### src/rtl/scan_decoder_pkg.sv
// Shared types and constants for the scan_decoder block.
package scan_decoder_pkg;

  typedef enum logic [1:0] {
    IDLE   = 2'd0,
    DIRECT = 2'd1,
    SCAN   = 2'd2
  } state_e;

  localparam logic MODE_DIRECT = 1'b0;
  localparam logic MODE_SCAN   = 1'b1;

  // Dwell counter width; one bit of headroom keeps DWELL=1 at a legal 1-bit counter.
  function automatic int unsigned dwell_cnt_w(input int unsigned dwell);
    return $clog2(dwell) + 1;
  endfunction

endpackage

### src/rtl/scan_decoder_if.sv
// Control/status bundle between the driving controller and scan_decoder.
interface scan_decoder_if #(
  parameter int unsigned SEL_W = 2
);
  localparam int unsigned N_OUT = 1 << SEL_W;

  logic             en;
  logic             mode;
  logic             load;
  logic [SEL_W-1:0] d;
  logic [N_OUT-1:0] y;
  logic [SEL_W-1:0] idx;
  logic             wrap;

  modport master (
    output en, mode, load, d,
    input  y, idx, wrap
  );

  modport slave (
    input  en, mode, load, d,
    output y, idx, wrap
  );
endinterface

### src/rtl/scan_decoder_onehot_decode.sv
// Combinational select-to-one-hot decoder with selectable output polarity.
module onehot_decode #(
  parameter int unsigned SEL_W      = 2,
  parameter bit          ACTIVE_LOW = 1'b0
) (
  input  logic [SEL_W-1:0]        i_sel,
  output logic [(1<<SEL_W)-1:0]   o_y_c
);
  localparam int unsigned N_OUT = 1 << SEL_W;

  always_comb begin
    o_y_c = '0;
    for (int unsigned i = 0; i < N_OUT; i++) begin
      o_y_c[i] = (i_sel == SEL_W'(i)) ^ ACTIVE_LOW;
    end
  end
endmodule

### src/rtl/scan_decoder.sv
// Registered N-to-2^N decoder with direct (loaded select) and auto-scan modes.
// Drives row/digit select lines; y and idx are always updated together.
module scan_decoder
  import scan_decoder_pkg::*;
#(
  parameter int unsigned SEL_W      = 2,
  parameter int unsigned DWELL      = 4,
  parameter bit          ACTIVE_LOW = 1'b0
) (
  input  logic          clk,
  input  logic          rst,
  scan_decoder_if.slave bus
);
  localparam int unsigned N_OUT = 1 << SEL_W;
  localparam int unsigned CNT_W = dwell_cnt_w(DWELL);
  localparam logic [N_OUT-1:0] Y_INACTIVE = ACTIVE_LOW ? {N_OUT{1'b1}} : {N_OUT{1'b0}};
  localparam logic [CNT_W-1:0] CNT_LAST   = CNT_W'(DWELL - 1);

  state_e           r_state;
  logic [SEL_W-1:0] r_idx;
  logic [CNT_W-1:0] r_cnt;
  logic             r_wrap;
  logic [N_OUT-1:0] r_y;

  state_e           w_state_nxt;
  logic [SEL_W-1:0] w_idx_nxt;
  logic [CNT_W-1:0] w_cnt_nxt;
  logic             w_wrap_nxt;
  logic [N_OUT-1:0] w_y_nxt;
  logic [N_OUT-1:0] w_dec;

  // Decode the next index so y lands in the same cycle as idx.
  onehot_decode #(
    .SEL_W      (SEL_W),
    .ACTIVE_LOW (ACTIVE_LOW)
  ) u_dec (
    .i_sel (w_idx_nxt),
    .o_y_c (w_dec)
  );

  always_ff @(posedge clk) begin
    if (rst) begin
      r_state <= IDLE;
      r_idx   <= '0;
      r_cnt   <= '0;
      r_wrap  <= 1'b0;
      r_y     <= Y_INACTIVE;
    end else begin
      r_state <= w_state_nxt;
      r_idx   <= w_idx_nxt;
      r_cnt   <= w_cnt_nxt;
      r_wrap  <= w_wrap_nxt;
      r_y     <= w_y_nxt;
    end
  end

  // Priority: en=0 > load > dwell advance; a mode change applies on the next edge.
  always_comb begin
    w_state_nxt = r_state;
    w_idx_nxt   = r_idx;
    w_cnt_nxt   = r_cnt;
    w_wrap_nxt  = 1'b0;

    if (!bus.en) begin
      w_state_nxt = IDLE;
      w_cnt_nxt   = '0;
    end else if (bus.mode == MODE_DIRECT) begin
      w_state_nxt = DIRECT;
      w_cnt_nxt   = '0;
      if (bus.load) begin
        w_idx_nxt = bus.d;
      end
    end else begin
      w_state_nxt = SCAN;
      case (r_state)
        SCAN: begin
          if (bus.load) begin
            w_idx_nxt = bus.d;
            w_cnt_nxt = '0;
          end else if (r_cnt == CNT_LAST) begin
            w_cnt_nxt  = '0;
            w_idx_nxt  = r_idx + 1'b1;
            w_wrap_nxt = (r_idx == '1);
          end else begin
            w_cnt_nxt = r_cnt + 1'b1;
          end
        end
        default: begin
          // Scan entry restarts from d when loading, otherwise from line 0.
          w_idx_nxt = bus.load ? bus.d : '0;
          w_cnt_nxt = '0;
        end
      endcase
    end

    w_y_nxt = (w_state_nxt == IDLE) ? Y_INACTIVE : w_dec;
  end

  assign bus.y    = r_y;
  assign bus.idx  = r_idx;
  assign bus.wrap = r_wrap;

endmodule

### src/flat_wrapper.sv
// flat-port wrapper written by rule: the top's interface ports become plain ports
module scan_decoder_flat import scan_decoder_pkg::*;
#(
  parameter int unsigned SEL_W      = 2,
  parameter int unsigned DWELL      = 4,
  parameter bit          ACTIVE_LOW = 1'b0
)
  (clk, rst, bus_en, bus_mode, bus_load, bus_d, bus_y, bus_idx, bus_wrap);
  scan_decoder_if #(.SEL_W(SEL_W)) bus_i ();
  input  logic clk;
  input  logic rst;
  input wire logic [$bits(bus_i.en)-1:0] bus_en;
  input wire logic [$bits(bus_i.mode)-1:0] bus_mode;
  input wire logic [$bits(bus_i.load)-1:0] bus_load;
  input wire logic [$bits(bus_i.d)-1:0] bus_d;
  output wire logic [$bits(bus_i.y)-1:0] bus_y;
  output wire logic [$bits(bus_i.idx)-1:0] bus_idx;
  output wire logic [$bits(bus_i.wrap)-1:0] bus_wrap;
  assign bus_i.en = bus_en;
  assign bus_i.mode = bus_mode;
  assign bus_i.load = bus_load;
  assign bus_i.d = bus_d;
  assign bus_y = bus_i.y;
  assign bus_idx = bus_i.idx;
  assign bus_wrap = bus_i.wrap;
  scan_decoder #(.SEL_W(SEL_W), .DWELL(DWELL), .ACTIVE_LOW(ACTIVE_LOW)) u_core (.clk(clk), .rst(rst), .bus(bus_i));
endmodule
### config.mk
export PLATFORM = sky130hd
export DESIGN_NAME = scan_decoder_flat
export DESIGN_NICKNAME = d
export VERILOG_FILES = /design/src/rtl/scan_decoder_pkg.sv /design/src/rtl/scan_decoder_if.sv /design/src/rtl/scan_decoder_onehot_decode.sv /design/src/rtl/scan_decoder.sv /design/src/flat_wrapper.sv
export SDC_FILE = /design/constraint.sdc
export NUM_CORES = 1
export LEC_CHECK = 0
export CAP_MARGIN = 40
export CORE_AREA = 2 2 39 41
export DETAILED_ROUTE_END_ITERATION = 16
export DIE_AREA = 0 0 41 43
export HOLD_SLACK_MARGIN = 0.02
export PLACE_DENSITY_LB_ADDON = 0.2
export SLEW_MARGIN = 20
export SYNTH_ARGS = -nofsm -noshare
export SYNTH_HDL_FRONTEND = slang
export SYNTH_SLANG_ARGS = --single-unit
### constraint.sdc
create_clock -name clk -period 2.17 [get_ports clk]
set_clock_uncertainty 0.1 [all_clocks]
set_input_delay 0.3255 -clock clk [delete_from_list [all_inputs] [get_ports clk]]
set_output_delay 0.3255 -clock clk [all_outputs]
set_load 0.05 [all_outputs]
=== Word level (Yosys, flattened, before mapping) ===
Index checks and enable logic that the tools add are counted.
W data, S select, Z words.

* Word-level logic and storage cells: 31
* Flip-flop bits (word level): 12
* Output and inout bits: 7
* Bits of input ports: 7

* Muxes and demuxes: 9
* Equal/unequal tests: 6
* $add $sub $neg: 2
* Reduce and logical (&&, ||, !) cells: 5
* Bitwise logic cells: 4

{| class="wikitable"
|+ Operators with widths
! cell !! count
|-
| $mux W2 || 9
|-
| $reduce_or A6 Y1 || 2
|-
| $eq A2 B2 Y1 const B || 4
|-
| $logic_not A2 Y1 || 2
|-
| $not A1 Y1 || 4
|-
| $add A3 B1 Y3 const B || 1
|-
| $eq A3 B2 Y1 const B || 1
|-
| $add A2 B1 Y2 const B || 1
|-
| $eq A2 B1 Y1 const B || 1
|-
| $reduce_or A2 Y1 || 1
|}

=== Longest topological paths before layout ===
* Depth after elaboration: 7
* Gate-level depth with buffers: 7
* Gate-level depth less buffers: 7

=== Cells and area by module ===
Synthesis repeated with hierarchy kept, for this count alone.

* Cells, all modules: 49
* Area total of the unflattened synthesis: 519.2 µm²

{| class="wikitable"
|+ By module, submodules not included
! module !! sequential area each (µm²) !! cells an instance !! times used !! area each (µm²)
|-
| scan_decoder || 240.2 || 45 || 1 || 493.0
|-
| onehot_decode || 0.0 || 4 || 1 || 26.3
|}

=== Worst setup path after synthesis ===
OpenSTA, ideal clock, no wires.

* Path kind: register to register
* Start: register u_core.r_idx[1], in the netlist u_core.bus.idx[1]
* End: register u_core.r_y[0], in the netlist u_core.bus.y[0]
* Setup slack: 0.343 ns
* Stages on the path, launching flop included: 7
* Data arrival time: 1.663 ns
* Period minus slack after synthesis: 1.827 ns
* Setup time: 0.064 ns
* Data required time: 2.006 ns
* Path buffers: 0
* Path through: dfxtp_1 > ha_1 > nand3_1 > nor2_1 > a211o_1 > o22a_1 > nor2_1

* Longest elaborated chain between the ends: 7
* Elaborated cells on any way between the ends: 8
* Classes of those cells: add/sub: 1; mux: 6; reduce/logical: 1

{| class="wikitable"
|+ Ends and longest elaborated chain
! element !! RTL line !! text
|-
| start, declared || scan_decoder.sv:20 || <nowiki>logic [SEL_W-1:0] r_idx;</nowiki>
|-
| start signal, assigned || scan_decoder.sv:50 || <nowiki>r_idx <= w_idx_nxt;</nowiki>
|-
| $add A2 B1 Y2 || scan_decoder.sv:82 || <nowiki>w_idx_nxt = r_idx + 1'b1;</nowiki>
|-
| $mux W2 || scan_decoder.sv:80 || <nowiki>end else if (r_cnt == CNT_LAST) begin</nowiki>
|-
| $mux W2 || scan_decoder.sv:77 || <nowiki>if (bus.load) begin</nowiki>
|-
| $mux W2 || scan_decoder.sv:75 || <nowiki>case (r_state)</nowiki>
|-
| $mux W2 || scan_decoder.sv:67 || <nowiki>end else if (bus.mode == MODE_DIRECT) begin</nowiki>
|-
| $mux W2 (*) || scan_decoder.sv:64 || <nowiki>if (!bus.en) begin</nowiki>
|-
| $logic_not A2 Y1 (*) || scan_decoder_onehot_decode.sv:14 || <nowiki>o_y_c[i] = (i_sel == SEL_W'(i)) ^ ACTIVE_LOW;</nowiki>
|-
| end signal, assigned || scan_decoder.sv:53 || <nowiki>r_y <= w_y_nxt;</nowiki>
|-
| end, declared || scan_decoder.sv:23 || <nowiki>logic [N_OUT-1:0] r_y;</nowiki>
|}

Mark *: on every way between the ends. The rest lies on a longest branch, timed or not.
A chain may end at the register's enable or synchronous reset.

=== Final worst setup path ===
* Start: register u_core.r_idx[1], in the netlist u_core.bus.idx[1]
* End: output bus_idx[1]

{| class="wikitable"
|+ RTL lines
! element !! RTL line !! text
|-
| end, declared || flat_wrapper.sv:17 || <nowiki>output wire logic [$bits(bus_i.idx)-1:0] bus_idx;</nowiki>
|}

No word-level cell between the ends.

==> out/metrics.cfg <==
[status]
status = finished clean

[timing]
setup_viol = 0
slew_viol_final = 0
finalCritPeriodShare_pct = 89.9
period_needed_ps = 1950
finalSetupTns_ps = 0
max_slew.worst_pin.slew_ps = 512
rsz0062_at_grt = no
finalHoldWorstSlack_ps = 329
timing.slew.headroom_pct = 65.7
fmax_mhz = 513
hold_violations = 0

[clock_network]
ctsResizeCount = 0
clock_latency_ps = 270
path_clk_slew_ps = 80
cts_tree = done
cts_buffer_depth = 2
htree_levels = 1
cts_setup_buffers = 0
cts_hold_buffers = 0
cts_buffers = 3
cts-root-buf = clkbuf_4
cts_sinks = 12

[floorplan]
die_h_um = 43
std_cell_rows = 14
core-area_um2 = 1380
start_util_pct = 38.1
dieArea_um2 = 1760
die_x_um = 41
ios = 14

[cells_and_area]
final_util_pct = 51.3
drive_gt1_share_pct = 6.58
postLayoutCellArea_um2 = 709
ff_latch_area_um2 = 240
n_fill_cell = 136
fin_cells = 92
fin_nets = 88
multi_input_area_um2 = 268
n_antenna_cell = 0
area_growth_pct = 34.7

[route]
drc = 0
wl_per_cell_um = 11.0
via_per_inst = 4.97
vias = 457
ant_nets = 0
met1Wirelength_um = 528
routed_wl_um = 1010
dr.max_layer_used = met4
firstDrtPassIters = 4
wl_met2_um = 407
dr.first_iter.drc_count = 8
route.met3.wl_um = 66

[setup_path]
startpoint_type = flop
crit_required_ps = 1740
rr_endpoint = u_core.bus.y[2]
worstPathArrival_ps = 1520
cp_cell_sequence = clkdlybuf4s50_1
r2r_slack_ps = 490
cp-endpoint = bus_idx[1]
critPathMaxFanout = 5
critPathSlowestCell = clkdlybuf4s50_1
setup.worst_path.class = flop to output pin
cp.buffers_inverters = 1
reg2reg_depth = 7
critPathTopFamily = buffers and inverters
crit_start = u_core.bus.idx[1]
r2r_start = u_core.r_cnt[0]
worst_setup_path_end_kind = output pin
critical_path_depth = 1
cp_slowest_stage_delay_ps = 840

[synthesis]
synth_cells = 60
ys_seq_area_share_pct = 45.6
synth_warnings = 0
syn_area_um2 = 527
synth_nets = 71
ys_ff_latch = 12
syn_avg_cell_area_um2 = 8.78
yosysUniqueCellTypes = 21

[global_route]
grt_pass1_wl_um = 1680
overflow = 0
grt_usage_pct = 14.5
grt_pass1_vias = 380
antenna_found_initial = 0
grt_start_max_net_pins = 11

[flow_run]
max_cap_violations = 0

[power_and_ir_drop]
p_switching_w = 0.000114
irDropWorstVdd_mv = 0.253
switching_share_pct = 24.3
pwr-share-seq_pct = 48.8
powerDensity_nw_per_um2 = 663
combPwrFrac_pct = 13.8
p_int_w = 0.000356
clock_power_share_pct = 37.3
leakage_nw = 0.277

[placement]
dp.cells = 88
placed_cell_area_um2 = 673
port_buffers = 13
gp_congestion = 0.707
dpl.hpwl_um = 738

[min_path]
hp-class = flop to flop

## cells in the final DEF, fill, tap and decap left out
| master | netlist | routed |
|---|---|---|
| nand3_1 | 2 | 2 |
| a21oi_1 | 3 | 3 |
| clkbuf_4 | 0 | 3 |
| a31oi_1 | 1 | 1 |
| clkdlybuf4s50_1 | 0 | 13 |
| and2b_1 | 1 | 1 |
| o21ai_1 | 3 | 3 |
| a211o_1 | 2 | 2 |
| nand3b_1 | 2 | 2 |
| nor4_1 | 1 | 1 |
| nand2b_1 | 5 | 5 |
| o22a_1 | 1 | 1 |
| a221oi_1 | 1 | 1 |
| nor2_1 | 7 | 7 |
| clkbuf_8 | 0 | 1 |
| dfxtp_1 | 12 | 12 |
| nor3_1 | 1 | 1 |
| o22ai_1 | 1 | 1 |
| ha_1 | 4 | 4 |
| or4_1 | 1 | 1 |
| inv_1 | 4 | 4 |
| nand2_1 | 6 | 6 |
| nand2b_2 | 1 | 1 |
## Yosys cell counts
| master | n | area share, % |
|---|---|---|
| o22ai_1 | 1 | 1.2 |
| nand3_1 | 2 | 1.9 |
| a31oi_1 | 1 | 1.2 |
| nand2b_1 | 5 | 5.9 |
| dfxtp_1 | 12 | 46 |
| a211o_1 | 2 | 3.3 |
| inv_1 | 4 | 2.8 |
| a221oi_1 | 1 | 1.7 |
| ha_1 | 4 | 9.5 |
| or4_1 | 1 | 1.4 |
| o22a_1 | 1 | 1.7 |
| nand3b_1 | 2 | 2.8 |
| nand2b_2 | 1 | 1.7 |
| clkbuf_1 | 1 | 0.71 |
| o21ai_1 | 3 | 2.8 |
| nor3_1 | 1 | 0.95 |
| nor2_1 | 7 | 5.0 |
| nor4_1 | 1 | 1.2 |
| a21oi_1 | 3 | 2.8 |
| and2b_1 | 1 | 1.4 |
| nand2_1 | 6 | 4.3 |
## registers in the layout, summed over array words and instances, names as in the netlist
register,flops
u_core.bus.idx,2
u_core.bus.wrap,1
u_core.bus.y,4
u_core.r_cnt,3
u_core.r_state,2
## worst min-delay path by stage
| stage | startpoint | end | depth (start not counted) |
|---|---|---|---|
| finish | u_core.r_cnt[0] | u_core.r_cnt[0] | 1 |
| global route | u_core.r_cnt[0] | u_core.r_cnt[0] | 1 |
| CTS | u_core.r_cnt[0] | u_core.r_cnt[0] | 1 |
| detailed placement | u_core.r_cnt[0] | u_core.r_cnt[0] | 1 |
| global placement | u_core.r_cnt[0] | u_core.r_cnt[0] | 1 |
| floorplan | rst | u_core.bus.idx[1] | 1 |
## cells by family after synthesis
logic type | count (synthesis) | synth area share [%]
and+or+nand+nor | 27 | 26.6
AOI/OAI and AO/OA | 12 | 14.7
DFF | 12 | 45.6
buffers and inverters | 5 | 3.56
adders and majority gates | 4 | 9.50
## metal layers
layer  vias to the layer above  global-route usage, %
met2                        10                   17.2
met3                         2                   6.28
met4                         0                   10.0
met5                         -                      0
met1                       206                   20.2
li1                        239                      -
## cell type report
cell class                      instances  area share (%)
Multi-Input combinational cell         43            37.7
Clock buffer                            4            5.11
Inverter                                4            2.12
Timing Repair Buffer                   13            18.3
Tap cell                               16            2.82
Sequential cell                        12            33.9
## metrics by stage
stage	total power, W	setup slack, ps
floorplan	0.000272	343
global placement	0.000300	304
detailed placement	0.000299	316
CTS	0.000477	202
global route	0.000495	148
finish	0.000470	220
## power by group through the flow
stage | Combinational, W | Clock (W) | Sequential, W
3_5_place_dp | 0.0000644 | 0 | 0.000235
3_3_place_gp | 0.0000647 | 0 | 0.000235
6_report | 0.0000651 | 0.000175 | 0.000230
5_1_grt | 0.0000701 | 0.000194 | 0.000231
2_1_floorplan | 0.0000229 | 0 | 0.000249
4_1_cts | 0.0000649 | 0.000182 | 0.000230
(Power assumes the default switching activity.)
